===== src/rtl/seven_seg_pkg.sv =====
// Shared constants for the seven-segment scan controller: segment table,
// blank pattern, FSM state encoding and output polarity helper.
package seven_seg_pkg;

    typedef enum logic [0:0] {
        IDLE = 1'b0,
        SCAN = 1'b1
    } state_e;

    localparam logic [6:0] SEG_BLANK = 7'h00;

    // Active-high {g,f,e,d,c,b,a} patterns for nibbles 0..F
    localparam logic [6:0] HEX_SEG [16] = '{
        7'h3F, 7'h06, 7'h5B, 7'h4F, 7'h66, 7'h6D, 7'h7D, 7'h07,
        7'h7F, 7'h6F, 7'h77, 7'h7C, 7'h39, 7'h5E, 7'h79, 7'h71
    };

    function automatic logic [6:0] seg_polarity(input logic [6:0] value, input bit active_low);
        return active_low ? ~value : value;
    endfunction

endpackage


===== src/rtl/hex_to_seg.sv =====
// Combinational nibble to active-high seven-segment decoder with blank override.
module hex_to_seg
    import seven_seg_pkg::*;
(
    input  logic [3:0] nib_i,
    input  logic       blank_i,
    output logic [6:0] seg_o
);

    always_comb begin
        seg_o = blank_i ? SEG_BLANK : HEX_SEG[nib_i];
    end

endmodule


===== src/rtl/seven_seg_scan_controller.sv =====
// Time-multiplexed seven-segment controller: per-frame register snapshot,
// digit scanning with optional leading-zero blanking, static decoded bus.
module seven_seg_scan_controller
    import seven_seg_pkg::*;
#(
    parameter int NUM_REGS    = 8,
    parameter int DATA_W      = 16,
    parameter int REFRESH_DIV = 50000,
    parameter int ACTIVE_LOW  = 1
) (
    input  logic                          clk,
    input  logic                          rst,
    input  logic                          enable,
    input  logic [$clog2(NUM_REGS)-1:0]   sw,
    input  logic [NUM_REGS*DATA_W-1:0]    regs,
    input  logic                          blank_lz,
    output logic [6:0]                    seg,
    output logic [DATA_W/4-1:0]           an,
    output logic [(DATA_W/4)*7-1:0]       displ,
    output logic                          frame_done
);

    localparam int NUM_DIGITS = DATA_W / 4;
    localparam int SEL_W      = $clog2(NUM_REGS);
    localparam int PS_W       = (REFRESH_DIV > 1) ? $clog2(REFRESH_DIV) : 1;
    localparam int IDX_W      = (NUM_DIGITS > 1) ? $clog2(NUM_DIGITS) : 1;
    localparam bit POL_LOW    = (ACTIVE_LOW != 0);

    localparam logic [6:0]            SEG_OFF  = seg_polarity(SEG_BLANK, POL_LOW);
    localparam logic [NUM_DIGITS-1:0] AN_OFF   = POL_LOW ? '1 : '0;
    localparam logic [PS_W-1:0]       PS_LAST  = PS_W'(REFRESH_DIV - 1);
    localparam logic [IDX_W-1:0]      IDX_LAST = IDX_W'(NUM_DIGITS - 1);

    state_e                   state_q, state_d;
    logic [PS_W-1:0]          ps_q, ps_d;
    logic [IDX_W-1:0]         idx_q, idx_d;
    logic [DATA_W-1:0]        shadow_q, shadow_d;
    logic                     fd_d;
    logic [DATA_W-1:0]        sel_val;
    logic [NUM_DIGITS-1:0]    blank_dig;
    logic [6:0]               raw_seg [NUM_DIGITS];
    logic [NUM_DIGITS*7-1:0]  displ_d;
    logic [6:0]               seg_d;
    logic [NUM_DIGITS-1:0]    an_d;
    logic                     tick;

    // Out-of-range selects match no register and fall through to zero
    always_comb begin
        sel_val = '0;
        for (int unsigned k = 0; k < NUM_REGS; k++) begin
            if (sw == SEL_W'(k)) sel_val = regs[k*DATA_W +: DATA_W];
        end
    end

    assign tick = (ps_q == PS_LAST);

    always_comb begin
        state_d  = state_q;
        ps_d     = ps_q;
        idx_d    = idx_q;
        shadow_d = shadow_q;
        fd_d     = 1'b0;
        case (state_q)
            IDLE: begin
                ps_d  = '0;
                idx_d = '0;
                if (enable) begin
                    state_d  = SCAN;
                    shadow_d = sel_val;
                end
            end
            SCAN: begin
                if (!enable) begin
                    state_d = IDLE;
                    ps_d    = '0;
                    idx_d   = '0;
                end else if (tick) begin
                    ps_d = '0;
                    if (idx_q == IDX_LAST) begin
                        idx_d    = '0;
                        shadow_d = sel_val;
                        fd_d     = 1'b1;
                    end else begin
                        idx_d = idx_q + IDX_W'(1);
                    end
                end else begin
                    ps_d = ps_q + PS_W'(1);
                end
            end
            default: state_d = IDLE;
        endcase
    end

    // Outputs decode the next-state snapshot so they land on the same edge
    always_comb begin
        logic nz_above;
        nz_above  = 1'b0;
        blank_dig = '0;
        for (int unsigned j = 0; j < NUM_DIGITS; j++) begin
            nz_above = nz_above | (|shadow_d[(NUM_DIGITS-1-j)*4 +: 4]);
            if (j != NUM_DIGITS - 1) blank_dig[NUM_DIGITS-1-j] = blank_lz && !nz_above;
        end
    end

    for (genvar g = 0; g < NUM_DIGITS; g++) begin : g_dec
        hex_to_seg u_dec (
            .nib_i   (shadow_d[g*4 +: 4]),
            .blank_i (blank_dig[g]),
            .seg_o   (raw_seg[g])
        );
    end

    always_comb begin
        displ_d = '0;
        seg_d   = SEG_OFF;
        an_d    = AN_OFF;
        for (int unsigned k = 0; k < NUM_DIGITS; k++) begin
            displ_d[k*7 +: 7] = seg_polarity(raw_seg[k], POL_LOW);
            if (state_d == SCAN && idx_d == IDX_W'(k)) begin
                seg_d = seg_polarity(raw_seg[k], POL_LOW);
                an_d[k] = !POL_LOW;
            end
        end
    end

    always_ff @(posedge clk or posedge rst) begin
        if (rst) begin
            state_q    <= IDLE;
            ps_q       <= '0;
            idx_q      <= '0;
            shadow_q   <= '0;
            frame_done <= 1'b0;
            seg        <= SEG_OFF;
            an         <= AN_OFF;
            displ      <= {NUM_DIGITS{SEG_OFF}};
        end else begin
            state_q    <= state_d;
            ps_q       <= ps_d;
            idx_q      <= idx_d;
            shadow_q   <= shadow_d;
            frame_done <= fd_d;
            seg        <= seg_d;
            an         <= an_d;
            displ      <= displ_d;
        end
    end

endmodule


===== config.mk =====
export PLATFORM = sky130hd
export DESIGN_NAME = seven_seg_scan_controller
export DESIGN_NICKNAME = d
export VERILOG_FILES = /design/src/rtl/seven_seg_pkg.sv /design/src/rtl/hex_to_seg.sv /design/src/rtl/seven_seg_scan_controller.sv
export SDC_FILE = /design/constraint.sdc
export NUM_CORES = 1
export LEC_CHECK = 0
export CORE_MARGIN = 2
export CORE_UTILIZATION = 45
export CTS_BUF_LIST = sky130_fd_sc_hd__clkbuf_8 sky130_fd_sc_hd__clkbuf_16
export DETAILED_ROUTE_END_ITERATION = 12
export PLACE_DENSITY = 0.79
export SLEW_MARGIN = 20
export SYNTH_ARGS = -nofsm -noshare
export SYNTH_HDL_FRONTEND = slang
export SYNTH_HIERARCHICAL = 1
export SYNTH_SLANG_ARGS = --single-unit

===== constraint.sdc =====
create_clock -name clk -period 10.7 [get_ports clk]
set_input_delay 1.605 -clock clk [delete_from_list [all_inputs] [get_ports clk]]
set_output_delay 1.605 -clock clk [all_outputs]
set_load 0.02 [all_outputs]

==> impl_results.rst <==
.. list-table::
   :header-rows: 1

   * - Metric
     - Value
   * - Data arrival time at the worst-slack endpoint
     - around 5600 ps
   * - Layout overhead on the synthesized area
     - 40.2%
   * - Number of hold buffers added after cts
     - 0
   * - Max cap viols
     - 0
   * - Worst setup SP type
     - input port
   * - Leakage power total
     - around 3.2 nW
   * - Number of synthesized flops with an enable pin
     - 0
   * - CP Capture Type
     - register
   * - Final count of hold timing violations
     - 0
   * - Worst Reg2Reg Path Length in Cells
     - 13
   * - WP data required
     - between 10000 and 15000 ps
   * - First-pass iteration count of the detailed router
     - 8
   * - Setup violations, final
     - 0
   * - Top cell type by total area after synthesis
     - dfstp_2
   * - Leading cell types by total area after synthesis
     - dfstp_2 19%, dfrtp_1 17%, mux2i_1 6.4%
   * - Number of fillers in the final layout
     - about 920
   * - Post-CTS Setup Repair Bufs
     - 0
   * - Peak supply drop
     - between 0.00009 and 0.0001 V
   * - Setup Skew
     - about 8.6 ps
   * - Count of input and output buffers
     - ~170
   * - Failing checks
     - DRC
   * - Worst-Skew Late Latency
     - between 300 and 400 ps
   * - Global-route wire length before repair
     - roughly 25 mm
   * - I/O pin count
     - 175
   * - Worst flop-to-flop path endpoint
     - seg[3]
   * - Number of nets in the layout
     - ~900
   * - Predominant post-synthesis flop cell
     - dfstp_2
   * - Core area
     - about 12000 um2
   * - Total congestion overflow after global routing
     - 0
   * - Largest net degree at the start of global routing
     - between 70 and 80
   * - Worst Setup Path Type
     - in -> reg
   * - Area share of the largest cell type after synthesis
     - about a fifth
   * - Clock edge transition at the registers on the reported setup and hold paths
     - 60 ps
   * - Setup TNS
     - 0 ps
   * - Synth Area in Compound Gates
     - 18.4%
   * - Fraction of synthesis flops using an asynchronous set or reset pin
     - 100%
   * - Unique masters post-synth
     - 64
   * - Worst-case headroom to the max-slew limit
     - roughly two fifths
   * - Number of warnings issued by yosys
     - 6
   * - Vertical die dimension
     - about 110 um
   * - Min cycle time layout
     - roughly 5400 ps
   * - DP HPWL
     - 12.0 mm
   * - Remaining antenna violation count after routing
     - 0
   * - Launch point of the worst reg-to-reg path
     - ps_q[5]
   * - Inserted Clock Buffers
     - 9
   * - Cells after Synth
     - between 500 and 600
   * - Antenna cells
     - 0
   * - Main combinational cell family by area after synthesis
     - compound AO/OA/AOI/OAI gates
   * - Largest driver fanout on the critical path
     - 41
   * - Die Width
     - between 100 and 150 um
   * - Clk Tree Root Cell
     - clkbuf_16
   * - Number of instances resized during post-cts repair
     - 0
   * - Die outline area
     - 12800 um2
   * - All-layer global routing usage
     - 24.8%
   * - Type of the tightest min-delay check
     - reg -> reg
   * - Fmax achieved
     - roughly 190 MHz
   * - Post-synthesis share of cell area spent on and, or, nand and nor gates
     - 16.6%
   * - WL/cell
     - approximately 18 um
   * - Power, Total
     - around 1.1 mW
   * - Max Slew Vio Count
     - 0
   * - # H-tree levels
     - 3
   * - Clock sink total
     - 75
   * - Commonest cells after routing, fill and taps aside
     - 173 x clkdlybuf4s50_1, 64 x nor2_1, 48 x inv_1, 42 x nand2_1, 39 x dfstp_2
   * - Worst Hold Slack
     - roughly 460 ps
   * - WHS Path Cells
     - 1
   * - CTS tree
     - done
   * - Multiplexer area fraction after synthesis
     - roughly 14%
   * - Ratio of cells with drive above 1 in the final layout
     - between 10 and 15%
   * - Power density over the cells
     - about 150 nW/um2
   * - Mean instance size in the synthesized netlist
     - between 9 and 10 um2
   * - Number of antenna violations at the first check in global routing
     - 0
   * - Slew at the pin closest to its max-slew limit
     - slightly above 900 ps
   * - Sequential share of the synthesized area
     - roughly 36%
   * - DRC errors left
     - 5
   * - Std cell rows
     - 39
   * - Routed via count
     - ~4900
   * - RSZ-0062 raised after global routing
     - no
   * - Total wire length after detailed routing
     - 15.4 mm
   * - Maximum clock insertion buffer count
     - 2
   * - Number of global-route vias before repair
     - 5103
   * - Post-Syn Area
     - 5350 um2
   * - Most common cell after layout, fill and taps aside
     - clkdlybuf4s50_1
   * - Average vias per placed instance
     - roughly 5.7
   * - HP Start
     - ps_q[0]
   * - XOR/XNOR share of the synthesized area
     - 2.13%
   * - Weighted congestion at the end of routability-driven global placement
     - 0.925
   * - Area share of fa/ha/maj cells after synthesis
     - 6.08%
   * - Reg-to-reg slack, setup
     - 5920 ps
   * - Share of the cycle needed by the critical path after routing
     - approximately 50%
   * - Starting utilization of the core area
     - 46.5%
   * - Number of register bits inferred by synthesis
     - between 70 and 80
   * - Iteration-0 DRC count of the detailed router
     - 246
   * - Result of the run
     - complete, but fails checks
   * - Terminating pin of the worst hold path
     - ps_q[0]
worst max-delay path, cell delays in order:
cell	delay, ps
clkdlybuf4s50_1	470
buf_4	380
nor2b_1	520
a221oi_1	150
o22ai_1	220
nor2_1	60
nor2_1	710
mux2_2	420
a221oi_1	420
inv_1	130
nand2_1	80
o21ai_0	80
a21oi_1	230
mux2i_1	100
report_power, final:
part	switching, mW	internal, mW	total (mW)	leakage (nW)
clock	0.117	0.234	0.352	0.171
combinational	0.204	0.182	0.386	2.19
sequential	0.0149	0.345	0.360	0.869
sequential cells by signal, summed over array words and instances (netlist names):
name,count
an,4
displ,28
frame_done,1
idx_q,2
ps_q,16
seg,7
shadow_q,16
state_q,1
cell usage after synthesis, drive strengths merged, types with 6 or more instances:
| master | instances |
|---|---|
| ha | 26 |
| a211oi | 12 |
| mux2i | 34 |
| nor4 | 8 |
| mux4 | 14 |
| dfstp | 39 |
| inv | 49 |
| nor2b | 13 |
| o22ai | 8 |
| xnor2 | 7 |
| a21boi | 6 |
| nand2 | 42 |
| nand3 | 10 |
| and3 | 9 |
| a32oi | 6 |
| nor2 | 65 |
| nor3 | 8 |
| a21oi | 22 |
| buf | 17 |
| xor2 | 6 |
| a221oi | 18 |
| mux2 | 7 |
| clkbuf | 18 |
| dfrtp | 36 |
| o21ai | 23 |
| a32o | 6 |
worst max path at each step:
stage / from / to / slack (ps) / cells past startpoint
detailed placement: enable / seg[6] / 4910 / 12
finish: sw[0] / seg[6] / 5350 / 14
CTS: enable / seg[6] / 5240 / 12
floorplan: sw[1] / seg[3] / 5860 / 14
global placement: enable / seg[6] / 4960 / 12
global route: sw[0] / seg[6] / 4870 / 14
per-layer routing:
metal	wire length (um)	part of all wire, %	vias to the layer above	GRT usage [%]
met1	6290	41	2394	30.8
met4	483	3.1	0	8.70
met2	7950	52	159	43.6
met3	687	4.5	39	4.07
met5	0	0	-	0
li1	-	-	2355	-
layout make-up:
type                       count  area [um2]  area share (%)
sequential                    75        1930            25.7
multi-input combinational    413        3090            41.2
clock buffer                  10         239            3.18
clock inverter                 6         111            1.48
inverter                      49         184            2.45
tap                          143         179            2.38
timing repair buffer         179        1770            23.6
per-stage QoR:
step	util, %	setup slack (ps)	area (um2)	std cells
3_3_place_gp	62.0	4960	7140	859
2_1_floorplan	-	5860	5380	572
4_1_cts	65.1	5240	7490	875
3_5_place_dp	62.0	4910	7140	859
5_1_grt	65.2	4870	7510	875
6_report	65.2	5350	7510	875
kinds of logic (layout without fill, tap and decap cells):
logic type	after synthesis	in the layout
AND/OR/NAND/NOR	179	179
buffers and inverters	84	244
adder cells (fa/ha/maj)	26	26
multiplexers	55	55
flip-flops	75	75
XOR/XNOR	13	13
other	1	7
AO/OA/AOI/OAI	133	133
Note: power is estimated with default switching activity, not from simulation.
